--- config.mk ---
export PLATFORM = sky130hd
export DESIGN_NAME = square_frame_ctrl
export DESIGN_NICKNAME = d
export VERILOG_FILES = /design/src/rtl/square_frame_ctrl_pkg.sv /design/src/rtl/square_frame_ctrl_vsync_edge_sync.sv /design/src/rtl/square_frame_ctrl.sv
export SDC_FILE = /design/constraint.sdc
export NUM_CORES = 1
export LEC_CHECK = 0
export ABC_AREA = 1
export CORE_MARGIN = 2
export CORE_UTILIZATION = 59
export CTS_CLUSTER_DIAMETER = 200
export DETAILED_ROUTE_END_ITERATION = 6
export GPL_ROUTABILITY_DRIVEN = 0
export PLACE_DENSITY = 0.81
export SETUP_SLACK_MARGIN = 0.5
export SLEW_MARGIN = 30
export SYNTH_ARGS = -nofsm -noshare
export SYNTH_HDL_FRONTEND = slang
export SYNTH_SLANG_ARGS = --single-unit
--- constraint.sdc ---
create_clock -name clck -period 7.9 [get_ports clck]
set_input_delay 0.79 -clock clck [delete_from_list [all_inputs] [get_ports clck]]
set_output_delay 0.79 -clock clck [all_outputs]
set_load 0.02 [all_outputs]
--- src/rtl/square_frame_ctrl_pkg.sv ---
// Shared types and helpers for the moving-square frame controller:
// colour codes, screen defaults and the per-axis bounce step.
package square_frame_ctrl_pkg;

   localparam int unsigned H_RES_DEF   = 640;
   localparam int unsigned V_RES_DEF   = 480;
   localparam int unsigned COORD_W_DEF = 10;
   localparam int unsigned DWELL_W_DEF = 6;

   // Two guard bits so pos+speed+size never wraps.
   localparam int unsigned AXIS_W = COORD_W_DEF + 2;

   typedef logic [AXIS_W-1:0] axis_val_t;

   localparam axis_val_t AXIS_ONE = axis_val_t'(1);

   typedef enum logic [3:0] {
      COL_RED   = 4'b1000,
      COL_GREEN = 4'b0100,
      COL_BLUE  = 4'b0010,
      COL_IDLE  = 4'b0001
   } color_t;

   typedef enum logic {
      DIR_POS = 1'b0,
      DIR_NEG = 1'b1
   } dir_t;

   typedef struct packed {
      axis_val_t pos;
      dir_t      dir;
   } axis_t;

   function automatic axis_t axis_step(input axis_val_t pos,
                                       input axis_val_t speed,
                                       input axis_val_t size,
                                       input axis_val_t lim,
                                       input dir_t      dir);
      axis_t r;
      r.pos = pos;
      r.dir = dir;
      if (dir == DIR_POS) begin
         if (pos + speed + size > lim - AXIS_ONE) begin
            r.pos = lim - AXIS_ONE - size;
            r.dir = DIR_NEG;
         end else begin
            r.pos = pos + speed;
         end
      end else begin
         if (pos < speed) begin
            r.pos = '0;
            r.dir = DIR_POS;
         end else begin
            r.pos = pos - speed;
         end
      end
      return r;
   endfunction

endpackage

--- src/rtl/square_frame_ctrl_vsync_edge_sync.sv ---
// Two-flop synchroniser for the raw vsync plus a falling-edge detector.
// Flops reset to the idle-high level so reset release never looks like an edge.
module vsync_edge_sync (
   input  logic clck,
   input  logic reset_n,
   input  logic vsync,
   output logic fall
);

   // [0],[1] synchroniser stages; [2] previous synchronised value
   logic [2:0] sync_q;

   always_ff @(posedge clck or negedge reset_n) begin
      if (!reset_n) begin
         sync_q <= '1;
      end else begin
         sync_q <= {sync_q[1:0], vsync};
      end
   end

   assign fall = sync_q[2] & ~sync_q[1];

endmodule

--- src/rtl/square_frame_ctrl.sv ---
// Per-frame attribute scheduler for the moving-square renderer: stages config
// over valid/ready and updates position, size and colour once per vsync.
module square_frame_ctrl
   import square_frame_ctrl_pkg::*;
#(
   parameter int unsigned H_RES   = H_RES_DEF,
   parameter int unsigned V_RES   = V_RES_DEF,
   parameter int unsigned COORD_W = COORD_W_DEF,
   parameter int unsigned DWELL_W = DWELL_W_DEF
) (
   input  logic               clck,
   input  logic               reset_n,
   input  logic               vsync,
   input  logic               cfg_valid,
   output logic               cfg_ready,
   input  logic [COORD_W-1:0] cfg_size,
   input  logic [3:0]         cfg_speed,
   input  logic [DWELL_W-1:0] cfg_dwell,
   input  logic               cfg_hold,
   output logic [COORD_W-1:0] sq_x,
   output logic [COORD_W-1:0] sq_y,
   output logic [COORD_W-1:0] sq_size,
   output logic [3:0]         color,
   output logic               frame_tick
);

   localparam axis_val_t          H_LIM    = axis_val_t'(H_RES);
   localparam axis_val_t          V_LIM    = axis_val_t'(V_RES);
   localparam logic [COORD_W-1:0] SIZE_MIN = COORD_W'(1);
   localparam logic [COORD_W-1:0] SIZE_MAX = COORD_W'(V_RES - 1);

   function automatic logic [COORD_W-1:0] clamp_size(input logic [COORD_W-1:0] s);
      if (s == '0)
         return SIZE_MIN;
      else if (s > SIZE_MAX)
         return SIZE_MAX;
      else
         return s;
   endfunction

   logic               tick_now;

   logic [COORD_W-1:0] x_q, x_n, y_q, y_n;
   dir_t               xdir_q, xdir_n, ydir_q, ydir_n;
   logic [COORD_W-1:0] size_q, size_n;
   logic [3:0]         speed_q, speed_n;
   logic [DWELL_W-1:0] dwell_q, dwell_n;
   logic [DWELL_W-1:0] cnt_q, cnt_n;
   color_t             color_q, color_n;
   logic               tick_q;
   logic               ready_q, ready_n;
   logic               clr_pend_q, clr_pend_n;
   logic [COORD_W-1:0] stg_size_q, stg_size_n;
   logic [3:0]         stg_speed_q, stg_speed_n;
   logic [DWELL_W-1:0] stg_dwell_q, stg_dwell_n;

   logic [COORD_W-1:0] eff_size;
   logic [3:0]         eff_speed;
   logic [DWELL_W-1:0] eff_dwell;
   axis_val_t          x_top, y_top;
   axis_t              x_nx, y_nx;
   color_t             color_adv;
   logic               color_ok;

   vsync_edge_sync u_vsync_edge_sync (
      .clck    (clck),
      .reset_n (reset_n),
      .vsync   (vsync),
      .fall    (tick_now)
   );

   always_comb begin
      x_n         = x_q;
      y_n         = y_q;
      xdir_n      = xdir_q;
      ydir_n      = ydir_q;
      size_n      = size_q;
      speed_n     = speed_q;
      dwell_n     = dwell_q;
      cnt_n       = cnt_q;
      color_n     = color_q;
      ready_n     = ready_q;
      clr_pend_n  = clr_pend_q;
      stg_size_n  = stg_size_q;
      stg_speed_n = stg_speed_q;
      stg_dwell_n = stg_dwell_q;
      eff_size    = size_q;
      eff_speed   = speed_q;
      eff_dwell   = dwell_q;
      x_top       = '0;
      y_top       = '0;
      x_nx        = '0;
      y_nx        = '0;
      color_adv   = COL_RED;
      color_ok    = 1'b1;

      // Staging is reopened one cycle after the tick that consumed it.
      if (clr_pend_q) begin
         ready_n    = 1'b1;
         clr_pend_n = 1'b0;
      end

      if (cfg_valid && ready_q) begin
         stg_size_n  = clamp_size(cfg_size);
         stg_speed_n = cfg_speed;
         stg_dwell_n = cfg_dwell;
         ready_n     = 1'b0;
      end

      if (tick_now) begin
         if (!ready_q && !clr_pend_q) begin
            eff_size   = stg_size_q;
            eff_speed  = stg_speed_q;
            eff_dwell  = stg_dwell_q;
            clr_pend_n = 1'b1;
         end
         size_n  = eff_size;
         speed_n = eff_speed;
         dwell_n = eff_dwell;

         if (cfg_hold) begin
            x_n     = '0;
            y_n     = '0;
            xdir_n  = DIR_POS;
            ydir_n  = DIR_POS;
            cnt_n   = '0;
            color_n = COL_IDLE;
         end else begin
            // Pull the origin back inside the screen for the new size, then move.
            x_top  = H_LIM - AXIS_ONE - axis_val_t'(eff_size);
            y_top  = V_LIM - AXIS_ONE - axis_val_t'(eff_size);
            x_nx   = axis_step((axis_val_t'(x_q) > x_top) ? x_top : axis_val_t'(x_q),
                               axis_val_t'(eff_speed), axis_val_t'(eff_size), H_LIM, xdir_q);
            y_nx   = axis_step((axis_val_t'(y_q) > y_top) ? y_top : axis_val_t'(y_q),
                               axis_val_t'(eff_speed), axis_val_t'(eff_size), V_LIM, ydir_q);
            x_n    = COORD_W'(x_nx.pos);
            y_n    = COORD_W'(y_nx.pos);
            xdir_n = x_nx.dir;
            ydir_n = y_nx.dir;

            case (color_q)
               COL_IDLE:  color_adv = COL_RED;
               COL_RED:   color_adv = COL_GREEN;
               COL_GREEN: color_adv = COL_BLUE;
               COL_BLUE:  color_adv = COL_RED;
               default: begin
                  color_adv = COL_RED;
                  color_ok  = 1'b0;
               end
            endcase

            if (!color_ok || cnt_q == eff_dwell) begin
               color_n = color_adv;
               cnt_n   = '0;
            end else begin
               cnt_n = cnt_q + DWELL_W'(1);
            end
         end
      end
   end

   always_ff @(posedge clck or negedge reset_n) begin
      if (!reset_n) begin
         x_q         <= '0;
         y_q         <= '0;
         xdir_q      <= DIR_POS;
         ydir_q      <= DIR_POS;
         size_q      <= SIZE_MIN;
         speed_q     <= '0;
         dwell_q     <= '0;
         cnt_q       <= '0;
         color_q     <= COL_IDLE;
         tick_q      <= 1'b0;
         ready_q     <= 1'b1;
         clr_pend_q  <= 1'b0;
         stg_size_q  <= '0;
         stg_speed_q <= '0;
         stg_dwell_q <= '0;
      end else begin
         x_q         <= x_n;
         y_q         <= y_n;
         xdir_q      <= xdir_n;
         ydir_q      <= ydir_n;
         size_q      <= size_n;
         speed_q     <= speed_n;
         dwell_q     <= dwell_n;
         cnt_q       <= cnt_n;
         color_q     <= color_n;
         tick_q      <= tick_now;
         ready_q     <= ready_n;
         clr_pend_q  <= clr_pend_n;
         stg_size_q  <= stg_size_n;
         stg_speed_q <= stg_speed_n;
         stg_dwell_q <= stg_dwell_n;
      end
   end

   assign sq_x       = x_q;
   assign sq_y       = y_q;
   assign sq_size    = size_q;
   assign color      = color_q;
   assign frame_tick = tick_q;
   assign cfg_ready  = ready_q;

endmodule

Word-level counts from Yosys, hierarchy flattened
Index checks and enable logic that the tools add are counted.
{"block": "classes", "n_addsub": 9, "n_mul": 0, "div": 0, "order_cmp": 7, "n_eq_ne": 5, "n_shift": 0, "mux": 36, "bitwise_logic": 2, "reduce_logical": 11}
{"op": "$mux 10", "n": 10}
{"op": "$add 12x10->12", "n": 2}
{"op": "$add 12x4->12", "n": 2}
{"op": "$gt 10x12->1", "n": 2}
{"op": "$lt 12x4->1", "n": 2}
{"op": "$mux 12", "n": 2}
{"op": "$mux 6", "n": 4}
{"op": "$mux 11", "n": 2}
{"op": "$sub 10x4->10", "n": 2}
{"op": "$mux 4", "n": 4}
{"op": "$mux 1", "n": 13}
{"op": "$gt 12x10->1 const B", "n": 1}
{"op": "$gt 12x9->1 const B", "n": 1}
{"op": "$sub 10x10->11 const A", "n": 1}
{"op": "$sub 9x10->11 const A", "n": 1}
{"op": "$gt 10x9->1 const B", "n": 1}
{"op": "$logic_not 10->1", "n": 1}
{"op": "$pmux 4 s2", "n": 1}
{"op": "$add 6x1->6 const B", "n": 1}
{"op": "$eq 6x6->1", "n": 1}
{"op": "$eq 4x1->1 const B", "n": 1}
{"op": "$eq 4x2->1 const B", "n": 1}
{"op": "$eq 4x3->1 const B", "n": 1}
{"op": "$eq 4x4->1 const B", "n": 1}
{"op": "other kinds (8)", "n": 12}
{"block": "word_totals", "reg_bits": 78, "latch_bits": 0, "ram_bits": 0, "rom_bits": 0, "in_bits": 25, "out_inout_bits": 36, "word_cells": 86, "mem_count": 0}

Depth between registers and ports, before layout
{"block": "depth", "ltp_word": 13, "ltp_mapped": 49, "depth_no_buf": 45}

Cells and area by module
From an unflattened synthesis, not the netlist that was laid out.
{"block": "unflattened", "hier_cells": 978, "area_unflattened_um2": 6761.5}
{"module": "square_frame_ctrl", "n_inst": 1, "cells_each": 973, "area_each_um2": 6672.6, "seq_area_each_um2": 1880.6}
{"module": "vsync_edge_sync", "n_inst": 1, "cells_each": 5, "area_each_um2": 88.8, "seq_area_each_um2": 78.8}

Least setup slack after synthesis
No wires, ideal clock.
{"block": "synth_path", "kind": "reg2reg", "start": "register ready_q, in the netlist cfg_ready", "end": "register y_q[1], in the netlist sq_y[1]", "setup_ps": 117, "arrival_ps": 6172, "required_ps": 7783, "slack_ps": 1611, "path_stages_with_launch": 43, "path_buffers": 5, "period_less_slack_ps": 6289, "cell_sequence": "dfstp_2 nor2_4 buf_8 buf_2 buf_4 o21ai_0 ha_1 a21oi_1 o21ai_0 o21ai_0 nand2_1 nand2_1 nand2_1 nand2_1 nand2_1 nand2_4 buf_6 o21ai_0 [7 not listed] inv_1 o21bai_1 a21oi_1 nor2_1 nor2_1 nor2_1 o21ai_0 nand2_1 a21oi_1 xor2_1 clkinv_1 nand2_1 inv_2 buf_4 nand4_1 nand3_1 nand2_1 nand2_1"}
{"block": "synth_via", "elab_chain_cells": 13, "elab_cells_between_ends": 18, "cone_classes": "4 x add/sub; 3 x order compare; 9 x mux; 2 x reduce/logical"}
{"item": "start: declaration", "line": "square_frame_ctrl.sv:51", "rtl": "logic ready_q, ready_n;"}
{"item": "start signal: assignment", "line": "square_frame_ctrl.sv:190", "rtl": "ready_q <= ready_n;"}
{"item": "$logic_not 1->1 (*)", "line": "square_frame_ctrl.sv:111", "rtl": "if (!ready_q && !clr_pend_q) begin"}
{"item": "$logic_and 1x1->1 (*)", "line": "square_frame_ctrl.sv:111"}
{"item": "$mux 10", "line": "square_frame_ctrl.sv:111"}
{"item": "$mux 10", "line": "square_frame_ctrl.sv:110", "rtl": "if (tick_now) begin"}
{"item": "$sub 9x10->11", "line": "square_frame_ctrl_pkg.sv:44", "rtl": "r.pos = lim - AXIS_ONE - size;"}
{"item": "$gt 10x12->1", "line": "square_frame_ctrl.sv:134", "rtl": "y_nx = axis_step((axis_val_t'(y_q) > y_top) ? y_top : axis_val_t'(y_q),"}
{"item": "$mux 12", "line": "square_frame_ctrl.sv:134"}
{"item": "$add 12x4->12", "line": "square_frame_ctrl_pkg.sv:47", "rtl": "r.pos = pos + speed;"}
{"item": "$add 12x10->12", "line": "square_frame_ctrl_pkg.sv:43", "rtl": "if (pos + speed + size > lim - AXIS_ONE) begin"}
{"item": "$gt 12x9->1", "line": "square_frame_ctrl_pkg.sv:43"}
{"item": "$mux 10", "line": "square_frame_ctrl_pkg.sv:43"}
{"item": "$mux 11 (*)", "line": "square_frame_ctrl_pkg.sv:42", "rtl": "if (dir == DIR_POS) begin"}
{"item": "$mux 10 (*)", "line": "square_frame_ctrl.sv:121", "rtl": "if (cfg_hold) begin"}
{"item": "end signal: assignment", "line": "square_frame_ctrl.sv:181", "rtl": "y_q <= y_n;"}
{"item": "end: declaration", "line": "square_frame_ctrl.sv:43", "rtl": "logic [COORD_W-1:0] x_q, x_n, y_q, y_n;"}
Every way passes the cells marked *; elsewhere a longest branch is shown, timed or not. The select of a mux whose other input is x is not followed.
A chain may end at the register's enable or synchronous reset.

Worst setup path after layout
{"block": "layout_path", "start": "register clr_pend_q", "end": "register y_q[1], in the netlist sq_y[1]"}
{"block": "layout_via", "elab_chain_cells": 13, "elab_cells_between_ends": 18, "cone_classes": "4 x add/sub; 3 x order compare; 9 x mux; 2 x reduce/logical"}
{"item": "start: declaration", "line": "square_frame_ctrl.sv:52", "rtl": "logic clr_pend_q, clr_pend_n;"}
{"item": "start signal: assignment", "line": "square_frame_ctrl.sv:191", "rtl": "clr_pend_q <= clr_pend_n;"}
{"item": "$logic_not 1->1 (*)", "line": "square_frame_ctrl.sv:111"}
{"item": "$logic_and 1x1->1 (*)", "line": "square_frame_ctrl.sv:111"}
{"item": "$mux 10", "line": "square_frame_ctrl.sv:111"}
{"item": "$mux 10", "line": "square_frame_ctrl.sv:110"}
{"item": "$sub 9x10->11", "line": "square_frame_ctrl_pkg.sv:44"}
{"item": "$gt 10x12->1", "line": "square_frame_ctrl.sv:134"}
{"item": "$mux 12", "line": "square_frame_ctrl.sv:134"}
{"item": "$add 12x4->12", "line": "square_frame_ctrl_pkg.sv:47"}
{"item": "$add 12x10->12", "line": "square_frame_ctrl_pkg.sv:43"}
{"item": "$gt 12x9->1", "line": "square_frame_ctrl_pkg.sv:43"}
{"item": "$mux 10", "line": "square_frame_ctrl_pkg.sv:43"}
{"item": "$mux 11 (*)", "line": "square_frame_ctrl_pkg.sv:42"}
{"item": "$mux 10 (*)", "line": "square_frame_ctrl.sv:121"}
Marked as above.

==> results by group <==
Floorplanning
  – Die width: 111.6 um
  – Initial Util: 60.07%
  – DIE HEIGHT: 111.6 um
  – Core area: 0.01137 mm^2
  – Full die area: 0.01245 mm^2
  – Row count: 39
  – Io pins: 61

Clock tree
  – CTS HTree Levels: 3
  – Clock Pin Slew Worst Setup and Hold Paths: 0.06 ns
  – Hold buffers post-CTS: 0
  – Clock latency on the worst-skew pair: 0.35 ns
  – Clock Sinks: 78
  – Clock tree from TritonCTS: built
  – Num CTS Buffers: 9
  – Root buffer cell: clkbuf_16
  – CTS max path bufs: 2

Timing
  – Max-slew violations: 0
  – Final setup TNS: 0 ns
  – Fin crit period: 6.822 ns
  – Final Hold Viols: 0
  – Final setup viols: 0
  – Worst rel slew slack: 40.96%
  – Clock skew: 0.009181 ns
  – Tcrit/Tclk final: 86.36%
  – RSZ-0062 raised after global routing: false
  – F_max: 146.6 MHz
  – Tightest Pin Transition: 0.8763 ns

Drt
  – Met3 wire len: 1156 um
  – DRT iter0 DRCs: 460
  – M1 WL: 7641 um
  – Drc violations: 0
  – Post-DR vias/cell: 5.577
  – Detail Route Antenna Nets: 0
  – Final WL: 16,770 um
  – Routed met2 length: 7714 um
  – Top layer reached by signal wires: met4
  – First drt pass iteration count: 6
  – Via Count: 6,419
  – Wire per inst: 14.57 um

Finish
  – Finished Layout Cells: 1,151
  – Final Instance Area: 0.007747 mm^2
  – Final nets: 1,088
  – Core Util, Final: 68.14%
  – Diode count: 0
  – Area Overhead vs Synth: 13.43%
  – Share of layout cells above drive strength 1: 10.22%

Yosys
  – EDFF count, synth: 0
  – Post-synthesis xor/xnor area fraction: 4.103%
  – Avg Synthesized Cell Area: 7.167 um^2
  – Register area share after synthesis: 28.69%
  – Synth async-reset ratio: 100.0%
  – Synth Net Count: 1,038
  – Post-synthesis simple-gate area fraction: 30.08%
  – Main combinational cell family by area after synthesis: simple AND/OR/NAND/NOR gates
  – Ys Warns: 0
  – Post-synth top flop: dfrtp_1
  – Compound-Gate Fraction of Synth Area: 15.50%
  – Post-synthesis cell area: 0.006830 mm^2
  – Yosys reg bits: 78
  – Synth cell types: 49
  – Synth Area in Adders: 11.65%
  – Mux contribution to synthesized area: 0%
  – Mapped Cells: 953

Worst setup path
  – Worst Setup End Kind: flop
  – Worst setup SP type: flop
  – Crit-path max FO: 22
  – Most common cell on crit path: nand2_1
  – Reg2reg start: clr_pend_q
  – CP peak stage delay: 0.47 ns
  – Cell family with most CP delay: simple AND/OR/NAND/NOR gates
  – Crit path launch: clr_pend_q
  – CP Class: reg -> reg
  – Crit path buf inv count: 6
  – Slowest CP cell: nor2_4
  – Crit path required time: 8.14 ns
  – Arrival time at the worst endpoint: 7.06 ns

Outcome
  – Status: finished, final reports clean

Placement
  – Placed Area: 0.007466 mm^2
  – Buffers on Ports: 60
  – Dpl hpwl: 12,650 um
  – Placed insts: 1,135

Min path
  – Hold path start: u_vsync_edge_sync.sync_q[0]
  – Hold Path Class: reg -> reg

Global route
  – Grt total ovfl: 0
  – First-pass GRT wire length: 28,590 um
  – Pin count of the biggest net entering global routing: 79
  – Gr usage total: 27.90%
  – Antenna violations before repair: 0
  – Vias in the first global route: 6,067

Run
  – Number of max-cap violations: 0
==> metal layers <==
metal / up-vias / GRT usage, %
met4: 0 / 6.502
li1: 3196 / -
met1: 2982 / 38.49
met2: 217 / 46.02
met3: 24 / 5.171
met5: - / 0
==> synth_stat cells (2+ instances only) <==
| cell | number | area (um^2) |
|---|---|---|
| buf_2 | 4 | 20.02 |
| nor3b_1 | 2 | 15.01 |
| a21oi_1 | 43 | 215.2 |
| xnor2_1 | 5 | 43.79 |
| nor2_4 | 4 | 45.04 |
| a31oi_1 | 4 | 25.02 |
| o21ai_0 | 86 | 430.4 |
| nor2_1 | 53 | 198.9 |
| clkbuf_1 | 10 | 37.54 |
| nor4_1 | 2 | 12.51 |
| o21ai_2 | 7 | 61.31 |
| nor3_1 | 9 | 45.04 |
| dfrtp_1 | 72 | 1802 |
| buf_6 | 7 | 78.83 |
| inv_1 | 121 | 454.2 |
| nand2_1 | 244 | 915.9 |
| xor2_1 | 27 | 236.5 |
| o21ai_1 | 3 | 15.01 |
| nor2_2 | 7 | 43.79 |
| nand2_2 | 19 | 118.9 |
| nand4_1 | 15 | 93.84 |
| fa_1 | 6 | 120.1 |
| nand2_4 | 5 | 56.30 |
| inv_2 | 9 | 33.78 |
| nand3_1 | 81 | 405.4 |
| o21bai_1 | 5 | 37.54 |
| o21ai_4 | 3 | 48.80 |
| nand3_2 | 6 | 60.06 |
| ha_1 | 54 | 675.7 |
| buf_4 | 3 | 22.52 |
| o21bai_2 | 9 | 101.4 |
| clkinv_1 | 2 | 7.510 |
| dfstp_2 | 6 | 157.7 |
| o31ai_1 | 3 | 22.52 |
| a21o_1 | 3 | 22.52 |
==> flip-flops by register name, indices dropped and copies added (netlist names) <==
| register | count |
|---|---|
| u_vsync_edge_sync.sync_q | 3 |
| frame_tick | 1 |
| sq_size | 10 |
| sq_y | 10 |
| sq_x | 10 |
| xdir_q | 1 |
| cfg_ready | 1 |
| clr_pend_q | 1 |
| dwell_q | 6 |
| stg_size_q | 10 |
| stg_speed_q | 4 |
| color | 4 |
| stg_dwell_q | 6 |
| ydir_q | 1 |
| speed_q | 4 |
| cnt_q | 6 |
==> cells in the final DEF, fill, tap and decap left out, types with 2 or more instances in the layout <==
master	netlist	routed
a21o_1	3	3
a21oi_1	43	43
a31oi_1	4	4
buf_4	3	6
clkbuf_16	0	9
clkdlybuf4s50_1	0	59
clkinv_1	2	2
clkinv_4	0	2
clkinvlp_4	0	3
dfrtp_1	72	72
dfstp_2	6	6
fa_1	6	6
ha_1	54	54
inv_1	121	121
inv_2	9	9
nand2_1	244	244
nand2_2	19	19
nand2_4	5	5
nand3_1	81	81
nand3_2	6	6
nand4_1	15	15
nor2_1	53	53
nor2_2	7	7
nor2_4	4	4
nor3_1	9	9
nor3b_1	2	2
nor4_1	2	2
o21ai_0	86	84
o21ai_1	3	5
o21ai_2	7	7
o21ai_4	3	3
o21bai_1	5	5
o21bai_2	9	9
o31ai_1	3	3
xnor2_1	5	5
xor2_1	27	27
==> final timing paths <==
kind | end | slack (ns) | cells past startpoint
max in group asynchronous | dwell_q[1] | 6.95 | 1
max | sq_y[1] | 1.08 | 38
min in group asynchronous | sq_size[7] | 0.47 | 1
min reg2reg | u_vsync_edge_sync.sync_q[1] | 0.36 | 0
max reg2reg | sq_y[1] | 1.08 | 38
min | u_vsync_edge_sync.sync_q[1] | 0.36 | 0
==> timing repair <==
action                                  in CTS  in global routing
setup buffers                                0                  0
resized for setup                            0                  1
endpoints found under the setup margin       0                  5
==> per-stage QoR <==
| step | setup slack, ns | hold slack [ns] |
|---|---|---|
| floorplan | 1.611 | 0.3452 |
| global placement | 1.405 | 0.3467 |
| detailed placement | 1.194 | 0.3499 |
| CTS | 1.155 | 0.3584 |
| global route | 0.5642 | 0.3647 |
| finish | 1.078 | 0.3571 |
==> worst register-to-register path: cells and delay by family, from the launching register on <==
family	cells	cell delay, ns
AO/OA/AOI/OAI	9	1.47
XOR/XNOR	3	0.47
adder cells (fa/ha/maj)	4	1.28
buffers and inverters	6	0.78
flip-flops	1	0.39
AND/OR/NAND/NOR	16	2.32
==> logic make-up after synthesis <==
family,count (synthesis)
AND/OR/NAND/NOR,452
AO/OA/AOI/OAI,172
buffers and inverters,159
flip-flops,78
adder cells (fa/ha/maj),60
XOR/XNOR,32
==> cell type report <==
class	instances	area, um^2
well taps	143	178.9
inverters	132	495.5
repair buffers	66	646.9
flip-flops and latches	78	1959
multi-input cells	716	4189
clock buffers	10	229.0
fillers	991	3622
clock inverters	6	48.80
Power is left out: the tool's default activity adds up to more than one toggle a clock period on the data nets, which glitch-free logic cannot reach.
